File: config.mk
export PLATFORM = sky130hd
export DESIGN_NAME = parking_lot_ctrl
export DESIGN_NICKNAME = d
export VERILOG_FILES = /design/src/rtl/parking_lot_ctrl.sv
export SDC_FILE = /design/constraint.sdc
export NUM_CORES = 1
export LEC_CHECK = 0
export ABC_AREA = 1
export CAP_MARGIN = 20
export CORE_UTILIZATION = 55
export CTS_CLUSTER_DIAMETER = 30
export DETAILED_ROUTE_END_ITERATION = 10
export DONT_BUFFER_PORTS = 1
export PLACE_DENSITY = 0.7
export SYNTH_ARGS = -nofsm -noshare
export SYNTH_HDL_FRONTEND = slang
export SYNTH_SLANG_ARGS = --single-unit
File: constraint.sdc
create_clock -name clk_i -period 2.16 [get_ports clk_i]
set_input_delay 0.216 -clock clk_i [delete_from_list [all_inputs] [get_ports clk_i]]
set_output_delay 0.216 -clock clk_i [all_outputs]
set_load 0.03 [all_outputs]
File: src/rtl/parking_lot_ctrl.sv
// parking_lot_ctrl
//   Occupancy controller for a lot of SPOTS spaces. An entry takes the lowest
//   free space and an exit releases a named space. Each accepted event runs a
//   gate door sequence. Illegal requests raise a one-cycle reject pulse.
//
//   Optional feature macro: PARKING_DOOR_BLINK_EN
//     defined   : the door stays open for BLINK_COUNT on/off LED pairs of
//                 BLINK_DIV cycles per phase. Requests that arrive during
//                 the sequence are rejected.
//     undefined : doorOpen_o is a one-cycle pulse per accepted event,
//                 blinkLED_o is tied low and requests are accepted every cycle.
//
//   state     | meaning
//   ----------+--------------------------------------------
//   IDLE      | door closed, requests evaluated
//   BLINK_ON  | door open, LED on for BLINK_DIV cycles
//   BLINK_OFF | door open, LED off for BLINK_DIV cycles
//
//   Ports
//     clk_i          : clock, rising edge
//     reset_i        : synchronous active-high reset
//     enter_i        : entry request (level)
//     exit_i         : exit request (level)
//     exitLocation_i : 0-based space being vacated, valid with exit_i
//     occupancy_o    : bit i set = space i occupied
//     freeCount_o    : number of free spaces
//     nextParking_o  : 1-based index of the lowest free space, 0 when full
//     isFull_o       : all spaces occupied
//     doorOpen_o     : door sequence active
//     blinkLED_o     : LED drive during the door sequence
//     reject_o       : one-cycle pulse after an illegal request
module parking_lot_ctrl #(
  parameter int SPOTS       = 4,
  parameter int LOC_W       = $clog2(SPOTS),
  parameter int CNT_W       = $clog2(SPOTS + 1),
  parameter int BLINK_DIV   = 25_000_000,
  parameter int BLINK_COUNT = 3
) (
  input  logic             clk_i,
  input  logic             reset_i,
  input  logic             enter_i,
  input  logic             exit_i,
  input  logic [LOC_W-1:0] exitLocation_i,
  output logic [SPOTS-1:0] occupancy_o,
  output logic [CNT_W-1:0] freeCount_o,
  output logic [CNT_W-1:0] nextParking_o,
  output logic             isFull_o,
  output logic             doorOpen_o,
  output logic             blinkLED_o,
  output logic             reject_o
);

  logic [SPOTS-1:0] occ_q, occ_d;
  logic [CNT_W-1:0] free_q, free_d;
  logic [CNT_W-1:0] next_q, next_d;
  logic             full_q, full_d;
  logic             door_q, blink_q, reject_q;

  logic evaluate;   // requests are being looked at this cycle
  logic accept;     // a legal enter or exit is taken this cycle
  logic req_bad;    // an illegal enter or exit is seen this cycle

  function automatic logic [CNT_W-1:0] count_free(input logic [SPOTS-1:0] occ);
    logic [CNT_W-1:0] n;
    n = '0;
    for (int i = 0; i < SPOTS; i++) begin
      if (!occ[i]) n = n + 1'b1;
    end
    return n;
  endfunction

  // Scan downwards so the lowest free space is the final assignment.
  function automatic logic [CNT_W-1:0] lowest_free(input logic [SPOTS-1:0] occ);
    logic [CNT_W-1:0] idx;
    idx = '0;
    for (int i = SPOTS - 1; i >= 0; i--) begin
      if (!occ[i]) idx = CNT_W'(i + 1);
    end
    return idx;
  endfunction

  always_comb begin
    logic loc_valid, exit_hit, enter_only, exit_only, enter_ok, exit_ok;
    // LOC_W can address past SPOTS when SPOTS is not a power of two.
    loc_valid  = int'(exitLocation_i) < SPOTS;
    exit_hit   = loc_valid && occ_q[exitLocation_i];
    enter_only = enter_i && !exit_i;
    exit_only  = exit_i && !enter_i;
    enter_ok   = enter_only && !full_q;
    exit_ok    = exit_only && exit_hit;

    accept  = evaluate && (enter_ok || exit_ok);
    req_bad = evaluate && ((enter_only && full_q) || (exit_only && !exit_hit));

    occ_d = occ_q;
    if (evaluate && enter_ok) begin
      occ_d = occ_q | (SPOTS'(1) << (next_q - 1'b1));
    end else if (evaluate && exit_ok) begin
      occ_d = occ_q & ~(SPOTS'(1) << exitLocation_i);
    end

    // Status is derived from the next occupancy so it moves with the bitmap.
    free_d = count_free(occ_d);
    next_d = lowest_free(occ_d);
    full_d = &occ_d;
  end

`ifdef PARKING_DOOR_BLINK_EN
  typedef enum logic [1:0] {
    IDLE      = 2'd0,
    BLINK_ON  = 2'd1,
    BLINK_OFF = 2'd2
  } state_e;

  localparam int PH_W = $clog2(BLINK_DIV + 1);
  localparam int PR_W = $clog2(BLINK_COUNT + 1);
  localparam logic [PH_W-1:0] PH_RELOAD = PH_W'(BLINK_DIV - 1);
  localparam logic [PR_W-1:0] PR_LAST   = PR_W'(BLINK_COUNT - 1);

  state_e           state_q;
  logic [PH_W-1:0]  phase_q;   // down-counter, phase ends at zero
  logic [PR_W-1:0]  pair_q;    // completed on/off pairs

  assign evaluate = (state_q == IDLE);

  always_ff @(posedge clk_i) begin
    if (reset_i) begin
      state_q  <= IDLE;
      phase_q  <= '0;
      pair_q   <= '0;
      occ_q    <= '0;
      free_q   <= CNT_W'(SPOTS);
      next_q   <= CNT_W'(1);
      full_q   <= 1'b0;
      door_q   <= 1'b0;
      blink_q  <= 1'b0;
      reject_q <= 1'b0;
    end else begin
      occ_q  <= occ_d;
      free_q <= free_d;
      next_q <= next_d;
      full_q <= full_d;
      case (state_q)
        IDLE: begin
          reject_q <= req_bad;
          if (accept) begin
            state_q <= BLINK_ON;
            phase_q <= PH_RELOAD;
            pair_q  <= '0;
            door_q  <= 1'b1;
            blink_q <= 1'b1;
          end
        end
        BLINK_ON: begin
          // Requests are not queued while the door is busy.
          reject_q <= enter_i || exit_i;
          if (phase_q == '0) begin
            state_q <= BLINK_OFF;
            phase_q <= PH_RELOAD;
            blink_q <= 1'b0;
          end else begin
            phase_q <= phase_q - 1'b1;
          end
        end
        BLINK_OFF: begin
          reject_q <= enter_i || exit_i;
          if (phase_q == '0) begin
            if (pair_q == PR_LAST) begin
              state_q <= IDLE;
              door_q  <= 1'b0;
            end else begin
              state_q <= BLINK_ON;
              pair_q  <= pair_q + 1'b1;
              phase_q <= PH_RELOAD;
              blink_q <= 1'b1;
            end
          end else begin
            phase_q <= phase_q - 1'b1;
          end
        end
        default: begin
          state_q  <= IDLE;
          door_q   <= 1'b0;
          blink_q  <= 1'b0;
          reject_q <= 1'b0;
        end
      endcase
    end
  end
`else
  assign evaluate = 1'b1;

  always_ff @(posedge clk_i) begin
    if (reset_i) begin
      occ_q    <= '0;
      free_q   <= CNT_W'(SPOTS);
      next_q   <= CNT_W'(1);
      full_q   <= 1'b0;
      door_q   <= 1'b0;
      blink_q  <= 1'b0;
      reject_q <= 1'b0;
    end else begin
      occ_q    <= occ_d;
      free_q   <= free_d;
      next_q   <= next_d;
      full_q   <= full_d;
      door_q   <= accept;
      blink_q  <= 1'b0;
      reject_q <= req_bad;
    end
  end
`endif

  assign occupancy_o   = occ_q;
  assign freeCount_o   = free_q;
  assign nextParking_o = next_q;
  assign isFull_o      = full_q;
  assign doorOpen_o    = door_q;
  assign blinkLED_o    = blink_q;
  assign reject_o      = reject_q;

endmodule

==> key figures, run 1 <==
Run status
  • Status: finished, final reports clean

Yosys
  • Synth Warn #: 0
  • Post-synth top area cell: dfxtp_1
  • Avg Cell Area, Syn: 7.82 sq um
  • Yosys top cell area share: 33.6%
  • Syn nets: 109
  • Synthesized instance count: 99
  • Flops & latches, synth: 13
  • Netlist cell types: 21
  • Mapped cell area: 774 sq um
  • Synth area leaders: dfxtp_1, nand2_1, ha_1
  • Seq/Total Area, Yosys: 33.6%

Critical path
  • Critical path cell sequence: nand2_1 > nand2_1 > nand2_2 > nand2_4 > nand2_4 > o21ai_4 > ha_4 > nand3b_1 > nand2_1 > inv_1 > ha_1 > inv_1 > a21oi_1 > nand2_1 > nand3_1
  • Worst path top cell family by delay: simple AND/OR/NAND/NOR gates
  • RR Startpoint: occupancy_o[2]$_SDFF_PP0_
  • Reg2Reg Setup Slack: 0.16 ns
  • Maximum fanout along the worst path: 4
  • Reg2Reg Depth: 15
  • Buffer and inverter count on the worst path: 2
  • Top cell by count, worst path: nand2_1
  • Crit path required time: 2.33 ns
  • Crit path kind: reg2reg
  • CP Launch Type: flop
  • Crit. End Element: flop
  • FF-to-FF End: freeCount_o[2]$_SDFF_PP1_
  • Crit-path max cell delay: 0.34 ns
  • Slowest cell on crit path: dfxtp_2
  • Setup crit start: occupancy_o[2]$_SDFF_PP0_
  • Critical Path AT: 2.17 ns

STA
  • Final Max Slew Viols: 0
  • Final hold viol count: 0
  • Setup ws final: 0.158 ns
  • FMAX: 0.500 GHz
  • Post-route clock period utilization: 92.7%
  • Worst Skew: 0.00549 ns
  • Hold Slack: 0.0431 ns
  • Clock period minus worst slack: 2.00 ns
  • Setup Viol. Count Final: 0

Min path
  • Worst Hold Launch: reset_i
  • Hold endpoint: freeCount_o[2]$_SDFF_PP1_
  • Worst min path class: in2reg
  • Depth of the worst hold-timing path: 2

Power and ir drop
  • P per Cell Area: 601 mW/mm^2
  • Pwr Total: 0.555 mW
  • Peak VDD IR: 0.448 mV
  • Pleak: 0.472 nW

Clocking
  • H-tree levels: 1
  • Max Root-Sink Buffers: 2
  • # clock sinks: 13
  • CTS tree: built
  • Clock Latency Late Sink: 0.28 ns
  • Total clock buffers created by CTS: 3
  • CTS Root Cell: clkbuf_4
  • Clk slew on worst S/H paths: 0.08 ns

Route
  • Vias per inst: 5.27
  • Drt wl/cell: 12.9 microns
  • Remaining antenna violation count: 0
  • Initial DRC count: 7
  • DRC viols: 0
  • DR vias: 675
  • DR pass1 iterations: 3
  • DRT Wirelength: 1650 microns

Finish
  • Share of post-route cells with drive strength above 1: 36.3%
  • Area grow syn2layout: 19.2%
  • Most frequent cells in the layout: nand2_1, inv_1, buf_4
  • Final net count: 124
  • Antenna cells: 0
  • Most common cell after layout, fill and taps aside: nand2_1

Global route
  • GRT Total Usage: 25.1%
  • Grt total ovfl: 0
  • Largest net degree at the start of global routing: 9
  • Number of global-route vias before repair: 617
  • First-pass GRT wire length: 2520 microns
  • Initial antenna violation count: 0

Job
  • Max-Cap Viols: 0

Place
  • Place WS: 0.132 ns
  • Port buffer count: 0
  • HPWL after DPL: 1220 microns
  • GP Congestion: 0.788

Floorplanning
  • Effective utilization at floorplan: 59.5%
  • Die area: 0.00156 sq mm
  • Core area: 0.00130 sq mm
  • Cell Rows: 13
  • Die H: 39.5 microns
  • Die Wd: 39.5 microns
  • Ports: 20
-- area by class of cell --
class                      count  area, sq um
clock buffer                   3         22.5
sequential                    13          265
tap                           15         18.8
inverter                      15         56.3
clock inverter                 1         5.00
multi-input combinational     69          463
timing repair buffer          12         92.6
fill                         116          378
-- worst max-delay path by stage --
| stage | endpoint | slack [ns] | depth (start not counted) |
|---|---|---|---|
| 2_1_floorplan | freeCount_o[2]$_SDFF_PP1_ | 0.04 | 15 |
| 3_3_place_gp | freeCount_o[2]$_SDFF_PP1_ | 0.17 | 15 |
| 3_5_place_dp | freeCount_o[2]$_SDFF_PP1_ | 0.13 | 15 |
| 4_1_cts | freeCount_o[2]$_SDFF_PP1_ | 0.11 | 15 |
| 5_1_grt | freeCount_o[2]$_SDFF_PP1_ | -0.01 | 15 |
| 6_report | freeCount_o[2]$_SDFF_PP1_ | 0.16 | 15 |
-- logic make-up (layout without fill, tap and decap cells) --
| family | Yosys count | in the layout | synth area share [%] |
|---|---|---|---|
| and+or+nand+nor | 54 | 54 | 39.6 |
| buffers and inverters | 17 | 31 | 9.21 |
| DFF | 13 | 13 | 33.6 |
| AOI/OAI and AO/OA | 10 | 10 | 10.7 |
| adders and majority gates | 4 | 4 | 6.46 |
| other | 1 | 1 | 0.484 |
-- worst register-to-register path, delay by kind of cell (launching register included) --
family	cells	cell delay, ns
fa+ha+maj	2	0.43
simple gates	9	0.76
buf+inv	2	0.09
flops	1	0.34
compound gates	2	0.27
-- stage by stage --
step                      util, %  std cells  setup TNS (ns)  area [sq um]
after CTS                    68.5        127               0           891
after floorplan                 -         99               0           774
after global routing         71.0        128        -0.00952           923
final                        71.0        128               0           923
after global placement       65.6        122               0           853
after detailed placement     65.6        122               0           853
-- layer usage --
layer	routed length, microns	vias up	share of wire (%)	track usage, %
met5	0	-	0	0
met4	21	0	1.3	12.9
met3	67	4	4.1	5.11
met2	856	13	52	40.6
met1	704	318	43	30.9
li1	-	340	-	-
-- sequential cells by signal (all words and copies together) (netlist names) --
signal,cells
doorOpen_o,1
freeCount_o,3
isFull_o,1
nextParking_o,3
occupancy_o,4
reject_o,1
-- power breakdown --
group	switching, mW	leakage (nW)	internal, mW
Clock	0.0836	0.0177	0.0687
Combinational	0.0740	0.346	0.0493
Sequential	0.0246	0.108	0.254
Total	0.182	0.472	0.372
-- cell usage after synthesis (all sizes together) --
master	number
a21oi	3
ha	4
and2	2
nand2	28
nand3b	3
dfxtp	13
conb	1
inv	15
nand3	12
nor2	8
o21ai	3
o21bai	4
buf	2
and3	1
-- timing repair --
item | 4_1_cts | 5_1_grt
hold buffers | 1 | 0
endpoints found under the setup margin | 0 | 2
setup buffers | 0 | 1
resized for setup | 0 | 7
endpoints found under the hold margin | 6 | 0
(Power assumes the default switching activity.)
==> run 2, diff against run 1 <==
--- a/config.mk
+++ b/config.mk
@@ -11,7 +11,7 @@
 export CTS_CLUSTER_DIAMETER = 30
 export DETAILED_ROUTE_END_ITERATION = 10
 export DONT_BUFFER_PORTS = 1
-export PLACE_DENSITY = 0.7
+export PLACE_DENSITY_LB_ADDON = 0.1
 export SYNTH_ARGS = -nofsm -noshare
 export SYNTH_HDL_FRONTEND = slang
 export SYNTH_SLANG_ARGS = --single-unit
==> run 2 against run 1 <==
  * Die area did not move
  * Final cell count grew 0.78%
  * First-iteration DRC count grew 100%
  * Largest cell class unchanged
==> key figures, run 2 (synthesis results as in run 1) <==
Run status
  • Status: finished, final reports clean (unchanged)

Route
  • DR pass1 iterations: 4 (was 3)
  • Vias per inst: 5.17 (was 5.27)
  • Drt wl/cell: 12.2 microns (was 12.9 microns)
  • DRC viols: 0 (unchanged)
  • DR vias: 667 (was 675)
  • DRT Wirelength: 1570 microns (was 1650 microns)
  • Remaining antenna violation count: 0 (unchanged)
  • Initial DRC count: 14 (was 7)

Floorplanning
  • Cell Rows: 13 (unchanged)
  • Die Wd: 39.5 microns (unchanged)
  • Die area: 0.00156 sq mm (unchanged)
  • Ports: 20 (unchanged)
  • Core area: 0.00130 sq mm (unchanged)
  • Effective utilization at floorplan: 59.5% (unchanged)
  • Die H: 39.5 microns (unchanged)

Global route
  • Initial antenna violation count: 0 (unchanged)
  • Grt total ovfl: 0 (unchanged)
  • Number of global-route vias before repair: 625 (was 617)
  • First-pass GRT wire length: 2460 microns (was 2520 microns)
  • GRT Total Usage: 23.9% (was 25.1%)
  • Largest net degree at the start of global routing: 9 (unchanged)

Power and ir drop
  • Peak VDD IR: 0.396 mV (was 0.448 mV)
  • P per Cell Area: 592 mW/mm^2 (was 601 mW/mm^2)
  • Pwr Total: 0.542 mW (was 0.555 mW)
  • Logic pwr share: 21.8% (was 22.2%)
  • Net Sw Frac: 31.6% (was 32.8%)
  • Pleak: 0.471 nW (was 0.472 nW)
  • Part of the power in registers: 51.4% (was 50.3%)
  • Internal power: 0.371 mW (was 0.372 mW)
  • Clock share of power: 26.8% (was 27.5%)
  • P_sw: 0.171 mW (was 0.182 mW)

Place
  • Port buffer count: 0 (unchanged)
  • HPWL after DPL: 1250 microns (was 1220 microns)
  • Dpl cells: 123 (was 122)
  • GP Congestion: 0.770 (was 0.788)

Critical path
  • Critical Path AT: 2.24 ns (was 2.17 ns)
  • Crit. End Element: flop (unchanged)
  • Setup crit start: occupancy_o[3]$_SDFF_PP0_ (was occupancy_o[2]$_SDFF_PP0_)
  • Crit path required time: 2.37 ns (was 2.33 ns)
  • Reg2Reg Setup Slack: 0.14 ns (was 0.16 ns)
  • FF-to-FF End: freeCount_o[2]$_SDFF_PP1_ (unchanged)
  • Reg2Reg Depth: 16 (was 15)
  • Crit path kind: reg2reg (unchanged)
  • Maximum fanout along the worst path: 3 (was 4)
  • RR Startpoint: occupancy_o[3]$_SDFF_PP0_ (was occupancy_o[2]$_SDFF_PP0_)
  • CP Launch Type: flop (unchanged)
  • CP Capture Point: freeCount_o[2]$_SDFF_PP1_ (unchanged)

Clocking
  • Clock Latency Late Sink: 0.27 ns (was 0.28 ns)
  • CTS tree: built (unchanged)
  • Clk slew on worst S/H paths: 0.08 ns (about the same)
  • CTS Root Cell: clkbuf_4 (unchanged)
  • Max Root-Sink Buffers: 2 (unchanged)
  • Total clock buffers created by CTS: 3 (unchanged)
  • # clock sinks: 13 (unchanged)
  • H-tree levels: 1 (unchanged)

Finish
  • Most frequent cells in the layout: nand2_1, inv_1, buf_4 (unchanged)
  • Post-route non-filler standard cell count: 129 (was 128)
  • Most common cell after layout, fill and taps aside: nand2_1 (unchanged)
  • Area grow syn2layout: 18.3% (was 19.2%)
  • Number of flip-flops in the largest register: 4 (unchanged)
  • Share of post-route cells with drive strength above 1: 34.2% (was 36.3%)
  • Antenna cells: 0 (unchanged)
  • Final net count: 125 (was 124)

STA
  • Clock period minus worst slack: 2.02 ns (was 2.00 ns)
  • Setup Viol. Count Final: 0 (unchanged)
  • Post-route clock period utilization: 93.7% (was 92.7%)
  • FMAX: 0.494 GHz (was 0.500 GHz)
  • Final Max Slew Viols: 0 (unchanged)
  • Worst Skew: 0.00206 ns (was 0.00549 ns)
  • Final hold viol count: 0 (unchanged)

Min path
  • Worst Hold Launch: reset_i (unchanged)
  • Worst min path class: in2reg (unchanged)

Job
  • Max-Cap Viols: 0 (unchanged)
==> run 2: final cells by class <==
class,count,area (sq um)
tap,15,18.8
sequential,13,264
multi-input combinational,69,450
fill,117,385
timing repair buffer,13,100
inverter,15,56.3
clock buffer,4,26.3
==> run 2: critical path: stages, from the launching register on <==
cell and delay, ns:
dfxtp_2 0.34, nand2_1 0.06, nand2_1 0.08, nand2_2 0.07
nand2_4 0.09, nand2_4 0.07, o21ai_4 0.17, buf_4 0.15
inv_1 0.06, ha_1 0.19, nand2_1 0.07, and2_1 0.13
ha_1 0.17, inv_1 0.04, a21oi_1 0.13, nand2_1 0.08
nand3_1 0.08
==> run 2: per-stage QoR <==
stage               hold slack, ns  TNS (ns)  setup slack (ns)  utilization, %  cell area (sq um)
detailed placement           0.290         0            0.0853            66.2                861
global route               0.00280   -0.0106           -0.0106            70.4                916
CTS                       0.000368         0            0.0591            68.2                887
global placement             0.286         0             0.191            66.2                861
floorplan                    0.380         0            0.0401               -                774
finish                      0.0139         0             0.136            70.4                916
==> run 2: worst min-delay path by stage <==
stage                                            to  slack (ns)  depth (start not counted)
final                     occupancy_o[0]$_SDFF_PP0_        0.01                          1
after global routing      occupancy_o[0]$_SDFF_PP0_       0.003                          1
after CTS                 occupancy_o[2]$_SDFF_PP0_      0.0004                          1
after detailed placement  occupancy_o[2]$_SDFF_PP0_        0.29                          1
after global placement    occupancy_o[2]$_SDFF_PP0_        0.29                          1
after floorplan                 reject_o$_SDFF_PP0_        0.38                          2
==> run 2: what timing repair did <==
action,4_1_cts,5_1_grt
resized for setup,0,5
hold endpoints to repair,0,4
buffers inserted,0,1
hold buffers,0,1
endpoints found under the setup margin,0,2
==> run 2: power by group through the flow <==
stage / combinational [mW] / sequential, mW / clock [mW]
final: 0.118 / 0.279 / 0.146
after global routing: 0.129 / 0.281 / 0.160
after CTS: 0.109 / 0.279 / 0.150
after detailed placement: 0.107 / 0.284 / 0
after global placement: 0.104 / 0.284 / 0
after floorplan: 0.0771 / 0.294 / 0
==> run 2: per-layer routing <==
layer	vias up	wire, microns	GRT usage, %
met1	304	661	26.6
met3	2	95	6.25
met2	22	799	42.6
li1	339	-	-
met5	-	0	0
met4	0	12	8.62
==> run 3, diff against run 2 <==
--- a/config.mk
+++ b/config.mk
@@ -11,7 +11,7 @@
 export CTS_CLUSTER_DIAMETER = 30
 export DETAILED_ROUTE_END_ITERATION = 10
 export DONT_BUFFER_PORTS = 1
-export PLACE_DENSITY_LB_ADDON = 0.1
+export PLACE_DENSITY_LB_ADDON = 0.2
 export SYNTH_ARGS = -nofsm -noshare
 export SYNTH_HDL_FRONTEND = slang
 export SYNTH_SLANG_ARGS = --single-unit
==> run 3 against run 2 <==
  * Register-to-register slack better by 0.02 ns
  * Die area unchanged
  * Core utilization up 0.48 points
  * Power grew 0.27%
  * Combinational power about the same
  * Clock-buffer cell count decreased by 1
  * Flip-flop and latch count did not move
  * Sequential share of layout area decreased by 0.47 points
==> key figures, run 3 (synthesis results as in run 1) <==
Run status
  • Status: finished, final reports clean (unchanged)

Power and ir drop
  • Peak VDD IR: 0.452 mV (was 0.396 mV)
  • P per Cell Area: 590 mW/mm^2 (was 592 mW/mm^2)
  • Pleak: 0.477 nW (was 0.471 nW)
  • Pwr Total: 0.544 mW (was 0.542 mW)

Floorplanning
  • Core area: 0.00130 sq mm (unchanged)
  • Ports: 20 (unchanged)
  • Die H: 39.5 microns (unchanged)
  • Effective utilization at floorplan: 59.5% (unchanged)
  • Cell Rows: 13 (unchanged)
  • Die area: 0.00156 sq mm (unchanged)
  • Die Wd: 39.5 microns (unchanged)

Finish
  • Final net count: 126 (was 125)
  • Share of post-route cells with drive strength above 1: 33.9% (was 34.2%)
  • Most common cell after layout, fill and taps aside: nand2_1 (unchanged)
  • Most frequent cells in the layout: nand2_1, buf_4, inv_1, dfxtp_1, nand3_1 (was nand2_1, inv_1, buf_4)
  • Number of flip-flops in the largest register: 4 (unchanged)
  • Antenna cells: 0 (unchanged)
  • Post-layout util: 70.9% (was 70.4%)
  • Area grow syn2layout: 19.1% (was 18.3%)

STA
  • Final Max Slew Viols: 0 (unchanged)
  • Hold Slack: 0.0472 ns (was 0.0139 ns)
  • Final hold viol count: 0 (unchanged)
  • FMAX: 0.499 GHz (was 0.494 GHz)
  • Setup ws final: 0.157 ns (was 0.136 ns)
  • Setup Viol. Count Final: 0 (unchanged)
  • Post-route clock period utilization: 92.7% (was 93.7%)
  • Setup TNS: 0 ns (unchanged)
  • Worst Skew: 0.00175 ns (was 0.00206 ns)
  • Clock period minus worst slack: 2.00 ns (was 2.02 ns)

Critical path
  • Crit. End Element: flop (unchanged)
  • RR Startpoint: isFull_o$_SDFF_PP0_ (was occupancy_o[3]$_SDFF_PP0_)
  • CP Launch Type: flop (unchanged)
  • Setup crit start: isFull_o$_SDFF_PP0_ (was occupancy_o[3]$_SDFF_PP0_)
  • Maximum fanout along the worst path: 3 (unchanged)
  • Critical Path AT: 2.17 ns (was 2.24 ns)
  • Crit path required time: 2.33 ns (was 2.37 ns)
  • Crit path kind: reg2reg (unchanged)

Place
  • GP Congestion: 0.839 (was 0.770)
  • Place WS: 0.0759 ns (was 0.0853 ns)
  • Port buffer count: 0 (unchanged)
  • HPWL after DPL: 1190 microns (was 1250 microns)

Min path
  • Worst Hold Launch: reset_i (unchanged)
  • Worst min path class: in2reg (unchanged)

Clocking
  • Max Root-Sink Buffers: 2 (unchanged)
  • Clk slew on worst S/H paths: 0.08 ns (about the same)
  • # clock sinks: 13 (unchanged)
  • CTS tree: built (unchanged)
  • H-tree levels: 1 (unchanged)
  • Clock Latency Late Sink: 0.28 ns (was 0.27 ns)
  • CTS Root Cell: clkbuf_4 (unchanged)
  • Total clock buffers created by CTS: 3 (unchanged)

Route
  • DR vias: 659 (was 667)
  • Drt wl/cell: 11.6 microns (was 12.2 microns)
  • DR pass1 iterations: 4 (unchanged)
  • Initial DRC count: 3 (was 14)
  • DRT Wirelength: 1510 microns (was 1570 microns)
  • Remaining antenna violation count: 0 (unchanged)
  • DRC viols: 0 (unchanged)
  • Vias per inst: 5.07 (was 5.17)

Job
  • Max-Cap Viols: 0 (unchanged)

Global route
  • GRT Total Usage: 22.9% (was 23.9%)
  • Initial antenna violation count: 0 (unchanged)
  • Number of global-route vias before repair: 597 (was 625)
  • Grt total ovfl: 0 (unchanged)
  • First-pass GRT wire length: 2330 microns (was 2460 microns)
  • Largest net degree at the start of global routing: 9 (unchanged)
==> run 3: changes by cell type in the layout (fill, tap and decap cells not counted) <==
cell,delta
dfxtp_2,-2
clkbuf_1,-1
buf_4,+1
dfxtp_1,+2
clkinv_2,+1
==> run 3: worst paths after layout <==
check,depth (start not counted),to,slack (ns)
worst max register to register,12,freeCount_o[2]$_SDFF_PP1_,0.16
worst max-delay path,12,freeCount_o[2]$_SDFF_PP1_,0.16
worst min register to register,3,reject_o$_SDFF_PP0_,0.66
worst min-delay path,2,freeCount_o[2]$_SDFF_PP1_,0.05
==> run 3: critical path: stages (launching register included) <==
cell and delay, ns:
dfxtp_1 0.32, nand3b_1 0.23, o21bai_2 0.22, o21ai_4 0.08, ha_1 0.33, nand3b_1 0.19
nand2_1 0.10, inv_1 0.04, ha_1 0.18, inv_1 0.06, a21oi_1 0.03, nand2_1 0.06
nand3_1 0.06
==> run 3: timing repair <==
item | in CTS | in global routing
buffers inserted | 0 | 2
endpoints found under the hold margin | 6 | 0
gates resized for setup | 0 | 3
hold buffers | 1 | 0
endpoints found under the setup margin | 0 | 2
==> run 3: where the power goes <==
group / internal [mW] / total (mW) / switching (mW)
clock network: 0.0687 / 0.148 / 0.0798
logic: 0.0463 / 0.117 / 0.0704
registers: 0.254 / 0.279 / 0.0246
==> run 3: per-stage QoR <==
step | instance area (sq um) | std cells
after floorplan | 774 | 99
after global placement | 861 | 123
after detailed placement | 861 | 123
after CTS | 898 | 128
after global routing | 922 | 130
final | 922 | 130
==> run 3: area by class of cell <==
class | instances | area (sq um)
Tap cell | 15 | 18.8
Clock inverter | 1 | 5.00
Timing Repair Buffer | 14 | 108
Clock buffer | 3 | 22.5
Multi-Input combinational cell | 69 | 450
Inverter | 15 | 56.3
Fill cell | 112 | 379
Sequential cell | 13 | 262
==> run 3: metal layers <==
layer	global-route usage (%)	routed length [microns]	up-vias
met5	0	0	-
met1	27.1	692	284
li1	-	-	344
met4	10.3	33	0
met2	39.8	710	26
met3	3.41	72	5
